<file path="src/rtl/dec_fpr_wb_arb.sv">
// dec_fpr_wb_arb: write-back arbiter and pending-write scoreboard for the single
// write port (wen0/waddr0/wd0) of the FP/GP register file.
//
// Ports:
//   clk, rst_l                      clock, asynchronous active-low reset
//   req0_valid/addr/data, req0_ready FPU arithmetic result source
//   req1_valid/addr/data, req1_ready load / int-to-fp move result source
//   wen0, waddr0, wd0               registered register-file write port
//   sb_set, sb_set_addr             mark a destination pending at issue
//   chk_addr0..2                    rs1/rs2/rd of the instruction in decode
//   hazard                          any checked register still pending
//   sb_busy                         pending bitmap (bit 0 always 0)
//
// req0 normally wins ties; after STARVE_MAX consecutive lost cycles req1 is
// favoured until it completes a transfer.

module dec_fpr_wb_arb #(
  parameter int unsigned XLEN       = 32,
  parameter int unsigned STARVE_MAX = 4
) (
  input  logic            clk,
  input  logic            rst_l,
  input  logic            req0_valid,
  input  logic [4:0]      req0_addr,
  input  logic [XLEN-1:0] req0_data,
  output logic            req0_ready,
  input  logic            req1_valid,
  input  logic [4:0]      req1_addr,
  input  logic [XLEN-1:0] req1_data,
  output logic            req1_ready,
  output logic            wen0,
  output logic [4:0]      waddr0,
  output logic [XLEN-1:0] wd0,
  input  logic            sb_set,
  input  logic [4:0]      sb_set_addr,
  input  logic [4:0]      chk_addr0,
  input  logic [4:0]      chk_addr1,
  input  logic [4:0]      chk_addr2,
  output logic            hazard,
  output logic [31:0]     sb_busy
);

  localparam logic [3:0] StarveMax = 4'(STARVE_MAX);

  typedef enum logic [0:0] {StP0, StP1} prio_e;

  prio_e          state_q;
  logic [3:0]     starve_q;
  logic [3:0]     starve_d;
  logic [31:0]    busy_q;
  logic [31:0]    busy_d;
  logic [31:0]    set_mask;
  logic [31:0]    clr_mask;
  logic           grant0;
  logic           grant1;
  logic           wr_en;
  logic [4:0]     wr_addr;
  logic [XLEN-1:0] wr_data;

  // Grants are forced low while reset is asserted so nothing is accepted.
  always_comb begin
    grant0 = 1'b0;
    grant1 = 1'b0;
    if (rst_l) begin
      if (req0_valid && req1_valid) begin
        if (state_q == StP1) grant1 = 1'b1;
        else                 grant0 = 1'b1;
      end else begin
        grant0 = req0_valid;
        grant1 = req1_valid;
      end
    end
  end

  assign req0_ready = grant0;
  assign req1_ready = grant1;

  // Counts consecutive cycles req1 waits; saturates so P1 entry is stable.
  always_comb begin
    starve_d = 4'd0;
    if (req1_valid && !grant1) begin
      starve_d = (starve_q == StarveMax) ? starve_q : starve_q + 4'd1;
    end
  end

  // Writes to x0 are accepted but never reach the register file.
  always_comb begin
    wr_en   = (grant0 && (req0_addr != 5'd0)) || (grant1 && (req1_addr != 5'd0));
    wr_addr = grant1 ? req1_addr : req0_addr;
    wr_data = grant1 ? req1_data : req0_data;
  end

  // Set is applied after clear so an issue racing a write-back keeps the bit.
  always_comb begin
    set_mask = (sb_set && (sb_set_addr != 5'd0)) ? (32'd1 << sb_set_addr) : 32'd0;
    clr_mask = wen0 ? (32'd1 << waddr0) : 32'd0;
    busy_d   = (busy_q & ~clr_mask) | set_mask;
    busy_d[0] = 1'b0;
  end

  always_ff @(posedge clk or negedge rst_l) begin
    if (!rst_l) begin
      state_q  <= StP0;
      starve_q <= 4'd0;
      busy_q   <= 32'd0;
      wen0     <= 1'b0;
      waddr0   <= 5'd0;
      wd0      <= '0;
    end else begin
      starve_q <= starve_d;
      busy_q   <= busy_d;
      unique case (state_q)
        StP0:    if (starve_d == StarveMax) state_q <= StP1;
        StP1:    if (grant1) state_q <= StP0;
        default: state_q <= StP0;
      endcase
      wen0 <= wr_en;
      if (wr_en) begin
        waddr0 <= wr_addr;
        wd0    <= wr_data;
      end
    end
  end

  // Pending bit still clear-pending during the wen0 cycle, so hazard holds there.
  assign hazard  = rst_l & (busy_q[chk_addr0] | busy_q[chk_addr1] | busy_q[chk_addr2]);
  assign sb_busy = busy_q;

endmodule

</file>
<file path="config.mk">
export PLATFORM = sky130hd
export DESIGN_NAME = dec_fpr_wb_arb
export DESIGN_NICKNAME = d
export VERILOG_FILES = /design/src/rtl/dec_fpr_wb_arb.sv
export SDC_FILE = /design/constraint.sdc
export NUM_CORES = 1
export LEC_CHECK = 0
export CAP_MARGIN = 25
export CELL_PAD_IN_SITES_DETAIL_PLACEMENT = 1
export CELL_PAD_IN_SITES_GLOBAL_PLACEMENT = 2
export CORE_ASPECT_RATIO = 0.9
export CORE_MARGIN = 2
export CORE_UTILIZATION = 25
export DETAILED_ROUTE_END_ITERATION = 12
export PLACE_DENSITY_LB_ADDON = 0.05
export SLEW_MARGIN = 20
export SYNTH_ARGS = -nofsm -noshare
export SYNTH_HDL_FRONTEND = slang
export SYNTH_SLANG_ARGS = --single-unit
</file>
<file path="constraint.sdc">
create_clock -name clk -period 2.5 [get_ports clk]
set_clock_uncertainty 0.15 [all_clocks]
set_input_delay 0.375 -clock clk [delete_from_list [all_inputs] [get_ports clk]]
set_output_delay 0.375 -clock clk [all_outputs]
set_load 0.03 [all_outputs]
</file>
**After elaboration in Yosys (flattened, before gate mapping)**

Cells that the tools add are included.

- Shift-type cells: 2
- Reduce and logical (&&, ||, !) cells: 10
- Multiplexer cells: 21
- Eq/ne operators: 2
- $add $sub $neg: 1
- Bitwise logic cells: 7
- Magnitude comparators: 3

Operators with widths:

| cell | number |
|---|---|
| 2-to-1 mux 32 bit | 3 |
| << shifter 1 x 5 -> 32 bit (first input constant) | 2 |
| AND 32 bit | 1 |
| inverter 32 bit | 1 |
| bitwise OR 32 bit | 1 |
| less-than comparator 5 x 6 -> 1 bit (second input constant) | 3 |
| binary-select mux 1 bit (select 5 bit) | 3 |
| nonzero test 5 bit | 3 |
| 2-to-1 mux 1 bit | 11 |
| == test 4 x 3 -> 1 bit (second input constant) | 2 |
| 2-to-1 mux 4 bit | 2 |
| logical AND 1 bit | 5 |
| 2-to-1 mux 5 bit | 1 |
| adder 4 x 1 -> 4 bit (second input constant) | 1 |
| bitwise OR 1 bit | 2 |
| one-hot mux 1 bit (2 select lines) | 1 |
| AND 1 bit | 1 |
| logical NOT 1 bit | 1 |
| logical OR 1 bit | 1 |
| inverter 1 bit | 1 |

- Flip-flop bits (word level): 74
- Bits of input ports: 99
- Word-level logic and storage cells: 52
- Output and inout bits: 73

**Depth between registers and ports, before layout**

- Word-level depth: 9
- Gate-level depth with buffers: 7
- Gate-level depth less buffers: 7

**Least setup slack after synthesis**

OpenSTA, ideal clock, no wires.

- Path type: input to output
- From: in chk_addr2[0]
- To: out hazard
- Data arrival time: 1.911 ns
- Data required time: 1.975 ns
- Buffers on the path: 1
- Stages on the path: 6
- Slack: 0.064 ns
- Cell sequence: buf_4 > mux4_2 > inv_1 > a2111oi_0 > a2111oi_1 > a31oi_1

- Longest elaborated chain between the ends: 4

RTL lines:

| what | line | text |
|---|---|---|
| from (decl) | 38 | `input logic [4:0] chk_addr2,` |
| binary-select mux 1 bit (select 5 bit) | 126 | `assign hazard = rst_l & (busy_q[chk_addr0] \| busy_q[chk_addr1] \| busy_q[chk_addr2]);` |
| 2-to-1 mux 1 bit (not written as such) | 126 |  |
| bitwise OR 1 bit | 126 |  |
| AND 1 bit | 126 |  |
| to (decl) | 39 | `output logic hazard,` |

Every way passes these cells. The select of a mux whose other input is x is not followed.

**Worst setup path in the final report**

- From: reg busy_q[28] (netlist: sb_busy[28])
- To: out hazard

- Longest elaborated chain between the ends: 5
- Elaborated cells between the ends (all ways): 9
- Classes of those cells: 6 x mux; 3 x bitwise

RTL lines:

| what | line | text |
|---|---|---|
| from (decl) | 50 | `logic [31:0] busy_q;` |
| from (signal assigned) | 111 | `busy_q <= busy_d;` |
| binary-select mux 1 bit (select 5 bit) | 126 |  |
| 2-to-1 mux 1 bit (not written as such) | 126 |  |
| bitwise OR 1 bit | 126 |  |
| bitwise OR 1 bit * | 126 |  |
| AND 1 bit * | 126 |  |

Mark *: on every way between the ends. The rest lies on a longest branch, timed or not. The select of a mux whose other input is x is not followed.

==> impl_metrics.toml <==
[critical_path]
timing.critical_path.required_ns = 1.98
cp_top_family = "simple AND/OR/NAND/NOR gates"
cp.arrival_ns = 2.25
max_fanout_on_critical_path = 4
critical_path.cell_chain = "buf_4 > mux4_1 > nor2_1 > nor3_1 > nor4_2 > a31oi_1 > buf_4"
cp.buffers_inverters = 2
critical-path-max-stage-delay_ns = 0.48
timing.critical_path.mode_cell = "sky130_fd_sc_hd__buf_4"
crit_path_start_kind = "flip-flop"
critical-path-slowest-cell = "sky130_fd_sc_hd__mux4_1"
path_class = "flip-flop to output port"
timing.critical_path.to_type = "output port"

[synthesis]
dominantRegCellSynth = "sky130_fd_sc_hd__dfrtp_1"
synth_seq_cells = 74
synth_top_cell_area_share = 0.444
synth.lib_cells_used.distinct = 52
synthesis.area_mm2 = 0.00417
seq_area_frac_synth = 0.444
async_reset_ff_frac = 1.00
avgSynthCellArea_um2 = 9.31
synth_most_common_cell = "sky130_fd_sc_hd__nand2_1"
synthesis.nets = 549
ys_top_cells_by_area = "sky130_fd_sc_hd__dfrtp_1 44%, sky130_fd_sc_hd__nand2_1 7.7%, sky130_fd_sc_hd__o21ai_0 7.4%"
post_synth_inst_count = 448
synth_top_area_cell = "sky130_fd_sc_hd__dfrtp_1"
synth_commonest_cells = "86 x sky130_fd_sc_hd__nand2_1, 74 x sky130_fd_sc_hd__dfrtp_1, 62 x sky130_fd_sc_hd__o21ai_0, 47 x sky130_fd_sc_hd__nor2_1, 38 x sky130_fd_sc_hd__a31oi_1"
ys.warnings.count = 0
number_of_synthesized_flops_with_an_enable_pin = 0

[cts]
tritoncts.num_buffers = 9
htree_num_levels = 3
tritoncts_num_sinks = 74
cts.path.max_buffers = 2
ctsRootBufferMaster = "sky130_fd_sc_hd__clkbuf_16"
clk_pin_slew_ns = 0.06
cts_tree = "yes"
clk-insertion-delay-late_ns = 0.34

[pwr]
switching_component_of_the_power_mw = 2.64
ir_drop_mv = 0.345
power.share.sequential = 0.291
power-per-cell-area_mw_per_mm2 = 963
swShare = 0.393
cell_internal_pwr_mw = 4.07
power.static_leakage_nw = 2.80
combinationalPowerShare = 0.489
post-layout-total-power_mw = 6.71
pwr-share-clk = 0.220

[layout]
multi_input_area_mm2 = 0.00216
drive_above_1_share = 0.196
fillerInstances = 1826
area.sequential_mm2 = 0.00186
finish.net_count = 781
layout-area-overhead-vs-synth_pct = 67.0
n_antenna_cell = 0
finalInstanceArea_mm2 = 0.00697

[placement]
preCtsSetupSlack_ns = -1.10
place.port_buffers = 170
dp_hpwl_mm = 13.4
rd_place_congestion = 0.893
placement.cell_area_mm2 = 0.00654

[flow_run]
max-cap-violations = 0

[drt]
drtPass1Iterations = 11
routed_via_density = 4.97
drt_iter0_drc = 244
postRouteWirelength_mm = 17.6
remaining_drc_errors = 8
drt-wirelength-per-cell_um = 19.7
via_count = 4434
antenna_viol_nets_final = 0

[sta]
fin_crit_sh = 1.11
final_hold_viol_count = 0
fmax_mhz = 361
setup-tns-final_ns = -0.273
headroom_to_the_max_slew_limit = 0.652
finalCriticalPeriod_ns = 2.77
worst-slew-pin-transition_ns = 0.508
setup_violations = 1
timing.final.max_slew_violations = 0
grt_setup_unrepaired = "true"
final_critical_path_setup_slack_ns = -0.273

[floorplanning]
die-area_mm2 = 0.0177
core_mm2 = 0.0162
initial_utilization = 0.257
die-width_um = 140
fp.dieH_um = 127
design.portCount = 172
core.rowCount = 44

[global_route]
grt_start_max_net_pins = 69
total_grt_usage = 0.200
number_of_antenna_violations_at_the_first_check_in_global_routing = 0
vias_in_the_first_global_route = 4723
grt_first_pass_wirelength_mm = 27.4
grt_overflow = 0

[min_path]
hold_class = "input port to asynchronous set/reset pin"

[status]
failed_checks = "DRC, setup timing"
run_status = "finished, violations left"
[logic make-up after synthesis]
logic type,Yosys count,synth area share
compound gates,122,0.173
xor+xnor,1,0.00210
fa+ha+maj,2,0.00600
buf+inv,35,0.0420
flops,74,0.444
mux,31,0.132
other cells,1,0.000899
simple gates,182,0.200
[worst reg2reg max path, delay by kind of cell (launching register included)]
family / cells / cell delay (ns)
AND/OR/NAND/NOR: 2 / 0.72
flip-flops: 1 / 0.42
XOR/XNOR: 1 / 0.22
AO/OA/AOI/OAI: 1 / 0.21
adder cells (fa/ha/maj): 1 / 0.19
buffers and inverters: 1 / 0.08
[worst paths after layout]
path | startpoint | to | slack [ns] | cells past startpoint
setup / recovery | sb_busy[28] | hazard | -0.27 | 7
hold / removal | rst_l | starve_q[2] | 0.31 | 2
setup reg to reg | starve_q[0] | state_q | 0.41 | 6
hold reg to reg | state_q | state_q | 0.36 | 1
max in group asynchronous | rst_l | sb_busy[2] | 1.06 | 4
min in group clk | state_q | state_q | 0.36 | 1
[per-stage QoR]
stage,std cells,hold WS (ns),utilization
after CTS,891,0.305,0.427
after floorplan,448,-0.0706,-
after detailed placement,868,0.0617,0.403
after global placement,868,0.0611,0.403
after global routing,892,0.298,0.429
final,892,0.313,0.429
[state kept, by name, summed over array words and instances, names as in the netlist]
| name | cells |
|---|---|
| sb_busy | 31 |
| state_q | 1 |
| starve_q | 4 |
| waddr0 | 5 |
| wen0 | 1 |
| wd0 | 32 |
[cell type report]
type,instances,share of cell area
multi-input cells,339,0.310
well taps,207,0.0372
clock inverters,6,0.0140
clock buffers,10,0.0343
inverters,10,0.00539
repair buffers,246,0.333
flip-flops and latches,74,0.266
[power groups by stage]
stage	Clock, mW	Sequential, mW	Combinational [mW]
CTS	1.52	1.94	3.29
global placement	0	1.97	3.17
finish	1.48	1.95	3.29
detailed placement	0	1.96	3.20
global route	1.57	1.99	3.50
floorplan	0	2.53	0.785
[layout by cell type (no fill, tap or decap), types with 3 or more instances in the layout]
cell type	instances
sky130_fd_sc_hd__a2111oi_0	3
sky130_fd_sc_hd__a221oi_1	3
sky130_fd_sc_hd__a31oi_1	38
sky130_fd_sc_hd__buf_4	72
sky130_fd_sc_hd__buf_6	4
sky130_fd_sc_hd__clkbuf_16	9
sky130_fd_sc_hd__clkdlybuf4s50_1	159
sky130_fd_sc_hd__dfrtp_1	71
sky130_fd_sc_hd__dfrtp_2	3
sky130_fd_sc_hd__dlygate4sd2_1	6
sky130_fd_sc_hd__inv_1	10
sky130_fd_sc_hd__mux2_2	10
sky130_fd_sc_hd__mux2i_1	5
sky130_fd_sc_hd__mux4_1	3
sky130_fd_sc_hd__mux4_2	13
sky130_fd_sc_hd__nand2_1	86
sky130_fd_sc_hd__nand2b_1	4
sky130_fd_sc_hd__nand3_1	8
sky130_fd_sc_hd__nand3b_1	6
sky130_fd_sc_hd__nor2_1	47
sky130_fd_sc_hd__nor2b_1	6
sky130_fd_sc_hd__nor3_1	3
sky130_fd_sc_hd__nor3b_1	3
sky130_fd_sc_hd__o21ai_0	62
[metal layers]
layer / wire [µm] / up-vias / global-route usage
met4: 147 / 0 / 0.0321
met1: 7870 / 2188 / 0.263
met5: 0 / - / 0
li1: - / 2087 / -
met2: 8300 / 148 / 0.330
met3: 1240 / 11 / 0.0646
[what timing repair did]
item                                   CTS  global route
buffers inserted                         6             0
resized for setup                       29             1
endpoints found under the hold margin    6             0
setup endpoints to repair                1             1
pin swaps                                7             2
hold buffers                             1             0
(Power assumes the default switching activity.)
